==> src/rtl/hex_scan_display_if.sv <==
// Value/load/blank inputs and multiplexed 7-segment outputs of hex_scan_display.
// The master side feeds values in; the slave side is the display driver.
interface hex_scan_display_if;
  logic [15:0] i_value;
  logic        i_load;
  logic        i_blank;
  logic [3:0]  o_anode;
  logic [6:0]  o_seg;
  logic        o_frame;

  modport master (
    output i_value, i_load, i_blank,
    input  o_anode, o_seg, o_frame
  );

  modport slave (
    input  i_value, i_load, i_blank,
    output o_anode, o_seg, o_frame
  );
endinterface

==> src/rtl/hex_scan_display.sv <==
// Four-digit hex scanner for a common-anode 7-segment display; the shown value
// is swapped only at frame wrap. Optional macro HEX_LZ_BLANK_EN darkens leading zeros.
module hex_scan_display #(
  parameter int DIV   = 50000,
  parameter int BLANK = 1000
) (
  input logic              clk,
  input logic              rst_n,
  hex_scan_display_if.slave bus
);

  localparam int             CW        = $clog2(DIV);
  localparam logic [CW-1:0]  CNT_MAX   = CW'(DIV - 1);
  localparam logic [CW-1:0]  BLANK_CNT = CW'(BLANK);

  localparam logic [0:0] ST_BLANK = 1'b0;
  localparam logic [0:0] ST_DRIVE = 1'b1;

  logic [CW-1:0] cnt_q, cnt_d;
  logic [1:0]    idx_q, idx_d;
  logic [15:0]   shadow_q, shadow_d;
  logic [15:0]   disp_q, disp_d;
  logic [3:0]    anode_q, anode_d;
  logic [6:0]    seg_q, seg_d;
  logic          frame_q, frame_d;
  logic [0:0]    state_d;
  logic          wrap;
  logic          dark;
  logic [3:0]    nib;

  function automatic logic [6:0] decode(input logic [3:0] h);
    case (h)
      4'h0: decode = 7'h40;  4'h1: decode = 7'h79;
      4'h2: decode = 7'h24;  4'h3: decode = 7'h30;
      4'h4: decode = 7'h19;  4'h5: decode = 7'h12;
      4'h6: decode = 7'h02;  4'h7: decode = 7'h78;
      4'h8: decode = 7'h00;  4'h9: decode = 7'h10;
      4'hA: decode = 7'h08;  4'hB: decode = 7'h03;
      4'hC: decode = 7'h46;  4'hD: decode = 7'h21;
      4'hE: decode = 7'h06;  default: decode = 7'h0E;
    endcase
  endfunction

  // Output flops are loaded from next-state values so they line up with the
  // counter registers in the same cycle, while i_blank lands one cycle late.
  always_comb begin
    // NOTE: every signal gets a value on every path, so no latch is inferred.
    wrap     = (cnt_q == CNT_MAX) && (idx_q == 2'd3);
    cnt_d    = (cnt_q == CNT_MAX) ? '0 : cnt_q + 1'b1;
    idx_d    = (cnt_q == CNT_MAX) ? idx_q + 2'd1 : idx_q;
    shadow_d = bus.i_load ? bus.i_value : shadow_q;
    disp_d   = wrap ? shadow_d : disp_q;
    state_d  = (cnt_d < BLANK_CNT) ? ST_BLANK : ST_DRIVE;
    nib      = disp_d[{idx_d, 2'b00} +: 4];
    frame_d  = wrap;

`ifdef HEX_LZ_BLANK_EN
    case (idx_d)
      2'd3:    dark = (disp_d[15:12] == 4'h0);
      2'd2:    dark = (disp_d[15:8]  == 8'h00);
      2'd1:    dark = (disp_d[15:4]  == 12'h000);
      default: dark = 1'b0;
    endcase
`else
    dark = 1'b0;
`endif

    if (state_d == ST_BLANK || bus.i_blank || dark) begin
      anode_d = 4'hF;
      seg_d   = 7'h7F;
    end else begin
      anode_d = ~(4'b0001 << idx_d);
      seg_d   = decode(nib);
    end
  end

  // NOTE: sequential state uses non-blocking assignments so all flops update together.
  always_ff @(posedge clk or negedge rst_n) begin
    if (!rst_n) begin
      cnt_q    <= '0;
      idx_q    <= 2'd0;
      shadow_q <= 16'h0000;
      disp_q   <= 16'h0000;
      anode_q  <= 4'hF;
      seg_q    <= 7'h7F;
      frame_q  <= 1'b0;
    end else begin
      cnt_q    <= cnt_d;
      idx_q    <= idx_d;
      shadow_q <= shadow_d;
      disp_q   <= disp_d;
      anode_q  <= anode_d;
      seg_q    <= seg_d;
      frame_q  <= frame_d;
    end
  end

  assign bus.o_anode = anode_q;
  assign bus.o_seg   = seg_q;
  assign bus.o_frame = frame_q;

endmodule

==> src/flat_wrapper.sv <==
// flat-port wrapper written by rule: the top's interface ports become plain ports
module hex_scan_display_flat 
#(
  parameter int DIV   = 50000,
  parameter int BLANK = 1000
)
  (clk, rst_n, bus_i_value, bus_i_load, bus_i_blank, bus_o_anode, bus_o_seg, bus_o_frame);
  hex_scan_display_if bus_i ();
  input logic clk;
  input logic rst_n;
  input wire logic [$bits(bus_i.i_value)-1:0] bus_i_value;
  input wire logic [$bits(bus_i.i_load)-1:0] bus_i_load;
  input wire logic [$bits(bus_i.i_blank)-1:0] bus_i_blank;
  output wire logic [$bits(bus_i.o_anode)-1:0] bus_o_anode;
  output wire logic [$bits(bus_i.o_seg)-1:0] bus_o_seg;
  output wire logic [$bits(bus_i.o_frame)-1:0] bus_o_frame;
  assign bus_i.i_value = bus_i_value;
  assign bus_i.i_load = bus_i_load;
  assign bus_i.i_blank = bus_i_blank;
  assign bus_o_anode = bus_i.o_anode;
  assign bus_o_seg = bus_i.o_seg;
  assign bus_o_frame = bus_i.o_frame;
  hex_scan_display #(.DIV(DIV), .BLANK(BLANK)) u_core (.clk(clk), .rst_n(rst_n), .bus(bus_i));
endmodule
==> config.mk <==
export PLATFORM = sky130hd
export DESIGN_NAME = hex_scan_display_flat
export DESIGN_NICKNAME = d
export VERILOG_FILES = /design/src/rtl/hex_scan_display_if.sv /design/src/rtl/hex_scan_display.sv /design/src/flat_wrapper.sv
export SDC_FILE = /design/constraint.sdc
export NUM_CORES = 1
export LEC_CHECK = 0
export ABC_AREA = 1
export CAP_MARGIN = 40
export CORE_MARGIN = 5
export CORE_UTILIZATION = 40
export DETAILED_ROUTE_END_ITERATION = 6
export REMOVE_ABC_BUFFERS = 1
export SYNTH_ARGS = -nofsm -noshare
export SYNTH_HDL_FRONTEND = slang
export SYNTH_SLANG_ARGS = --single-unit
export TNS_END_PERCENT = 100
==> constraint.sdc <==
create_clock -name clk -period 6.9 [get_ports clk]
set_input_delay 1.035 -clock clk [delete_from_list [all_inputs] [get_ports clk]]
set_output_delay 1.035 -clock clk [all_outputs]
set_load 0.01 [all_outputs]
==> run metrics <==
relative slew slack 42.9%; Tmin final 3.41 ns; Residual DRC 0; PwrDens 175 nW/um^2; I/O Buffers 31; antenna-violating nets left 0; H-Tree Depth 3; Total Neg Setup Slack 0 ns; R2R depth 16; maximum clock rate 293 MHz; Core Region 8680 um^2; Psw 163 uW; Critical Path, Cell by Cell clkdlybuf4s50_1 > mux2_2 > nand2_1 > nand2_1 > nand2_1 > nand2_1 > nor2_2 > inv_1 > ha_1 > nand3b_1 > nand3_1 > nand3_1; Vias 2737; Flop pwr share 51.5%; Resize count post-CTS 0; hold_sp u_core.disp_q[13]; most frequent cells in the layout 121 x nand2_1, 78 x inv_1, 51 x dfrtp_1, 34 x nor2_1, 30 x clkdlybuf4s50_1; FILL cells 852; Non-Filler Instances 592; fin crit share 49.4%; post-synthesis cell area 3540 um^2; outcome completed; synth-to-layout area growth 17.4%; Max VDD drop 0.162 mV; DRT Pass-1 Iters 5; # IOs 32; crit-path leading delay family buffers and inverters; clock latency at the later pin of the worst-skew pair 0.34 ns; Slew @ Worst Pin 0.853 ns; die height 104 um; Die ar. 10800 um^2; clk root buf clkbuf_8; CTS clk-pin slew, worst paths 0.07 ns; #FFs+latches synth 62; most common cell after layout, fill and taps aside nand2_1; largest net degree at the start of global routing 63; Setup crit start kind input pin; worst path bufs/invs 2; critical path's slowest cell clkdlybuf4s50_1; final hold vios 0; RR Endpoint u_core.bus.o_seg[0]; fin. max-slew vios 0; postcts setup bufs 0; Internal Pwr Total 564 uW; R2R Path Start u_core.cnt_q[0]; first-pass GRT wire length 12400 um; cts hold-fix bufs 0; largest stage delay on the critical path 1.03 ns; GRT Resource Usage Total 13.9%; initial antenna violation count 0; initial core utilization 40.8%; Max Buffers Root-to-Sink 2; P_leak 2.18 nW; YS warnings 0; # diodes 0; Worst Clk Skew 0.00795 ns; routed length per instance 11.9 um; final WL 7060 um; number of global-route vias before repair 2685; via/cell ratio 4.62; CP Max Fanout 23; crit-path most repeated cell nand2_1; Min-Delay Path Class flop to flop; critical path class input pin to flop; placed cells 576; FF-to-FF setup slack 4.29 ns; Clock Power Share 43.9%; Distinct cells, synth 29; worst path required time 7.16 ns; Final setup violation count 0; CP Data Arrival Time 3.67 ns; syn_area_per_cell 8.04 um^2; register area share after synthesis 44.2%; layout cells sized above 1 19.8%; # clock sinks 62; nature of the critical path endpoint flop; nets 506; CTS tree yes; chip width 104 um; RSZ-0062 raised after global routing false; hold path depth 2; Routability Congestion 0.803; sw frac 22.5%; hold path endpoint u_core.disp_q[13]; TritonCTS Buffers 9; Syn Inst Count 440; Synth top area share 36.1%; Synth area leaders dfrtp_1 36%, nand2_1 13%, inv_1 8.3%; Synth area leader dfrtp_1; grt total ovfl 0; dpl hpwl 5270 um; MaxCap Viol Count 0; number of cell rows 34; DR iter-0 viols 101; Comb pwr share 4.6%
==> through the flow <==
| step | power [mW] | util (%) | instance area, um^2 | setup slack [ns] | hold WS [ns] |
|---|---|---|---|---|---|
| 2_1_floorplan | 0.393 | - | 3510 | 4.48 | 0.445 |
| 3_3_place_gp | 0.415 | 45.6 | 3960 | 3.17 | 0.467 |
| 3_5_place_dp | 0.416 | 45.6 | 3960 | 3.09 | 0.465 |
| 4_1_cts | 0.742 | 47.9 | 4150 | 3.47 | 0.481 |
| 5_1_grt | 0.763 | 47.9 | 4150 | 3.23 | 0.510 |
| 6_report | 0.728 | 47.9 | 4150 | 3.49 | 0.478 |
==> logic make-up after synthesis <==
group           after synthesis  share of synthesized area (%)
compound gates               21                           4.03
xor+xnor                      2                          0.495
fa+ha+maj                     7                           2.47
buf+inv                      89                           9.76
flops                        62                           44.2
mux                           9                           2.79
simple gates                250                           36.2
==> power groups by stage <==
stage | clock (mW) | combinational [mW] | sequential (mW)
final | 0.319 | 0.0336 | 0.375
after global routing | 0.350 | 0.0383 | 0.375
after CTS | 0.332 | 0.0350 | 0.375
after detailed placement | 0 | 0.0349 | 0.381
after global placement | 0 | 0.0344 | 0.381
after floorplan | 0 | 0.0121 | 0.381
==> worst max path at each step <==
| stage | start | cells past startpoint | slack, ns | to |
|---|---|---|---|---|
| finish | bus_i_load | 12 | 3.49 | u_core.bus.o_seg[0] |
| global route | bus_i_load | 12 | 3.23 | u_core.bus.o_seg[0] |
| CTS | bus_i_load | 12 | 3.47 | u_core.bus.o_seg[0] |
| detailed placement | bus_i_load | 12 | 3.09 | u_core.bus.o_seg[0] |
| global placement | bus_i_load | 12 | 3.17 | u_core.bus.o_seg[0] |
| floorplan | bus_i_load | 11 | 4.48 | u_core.bus.o_seg[0] |
==> flip-flops by register name, summed over array words and instances (netlist names) <==
signal,flops
u_core.bus.o_frame,1
u_core.bus.o_seg,7
u_core.disp_q,16
u_core.idx_q,2
u_core.bus.o_anode,4
u_core.shadow_q,16
u_core.cnt_q,16
==> routing by layer <==
layer,wire length (um),GRT usage (%)
met1,3260,17.2
met5,0,0
met3,258,5.15
met2,3490,23.0
met4,45,3.15
==> synth_stat cells (all sizes together) <==
cell and count:
mux2 7, inv 85, nand4 12, nor2 55, xor2 2, nand2 144, dfstp 11, ha 7
dfrtp 51, o21ai 15, nor3 2, mux2i 2, o21bai 3, buf 4, a21oi 3, nand3 34
nand3b 3
==> worst register-to-register path, cell delays in order (launching register included) <==
cell and delay [ns]:
dfrtp_1 0.38, ha_1 0.25, nand3_4 0.16, nor2_4 0.20
nand2_2 0.13, nand2_1 0.09, nand2_2 0.08, nand2_2 0.13
inv_2 0.06, nand2_1 0.05, nand2_1 0.06, nor2_2 0.24
inv_1 0.13, ha_1 0.23, nand3b_1 0.16, nand3_1 0.09
nand3_1 0.07
==> cell type report <==
class	count	area, um^2	share of cell area [%]
Sequential cell	62	1570	37.7
Multi-Input combinational cell	289	1630	39.2
Clock inverter	4	47.5	1.14
Timing Repair Buffer	32	313	7.53
Inverter	85	319	7.68
Tap cell	108	135	3.25
Clock buffer	12	145	3.49
Note: power is estimated with default switching activity, not from simulation.
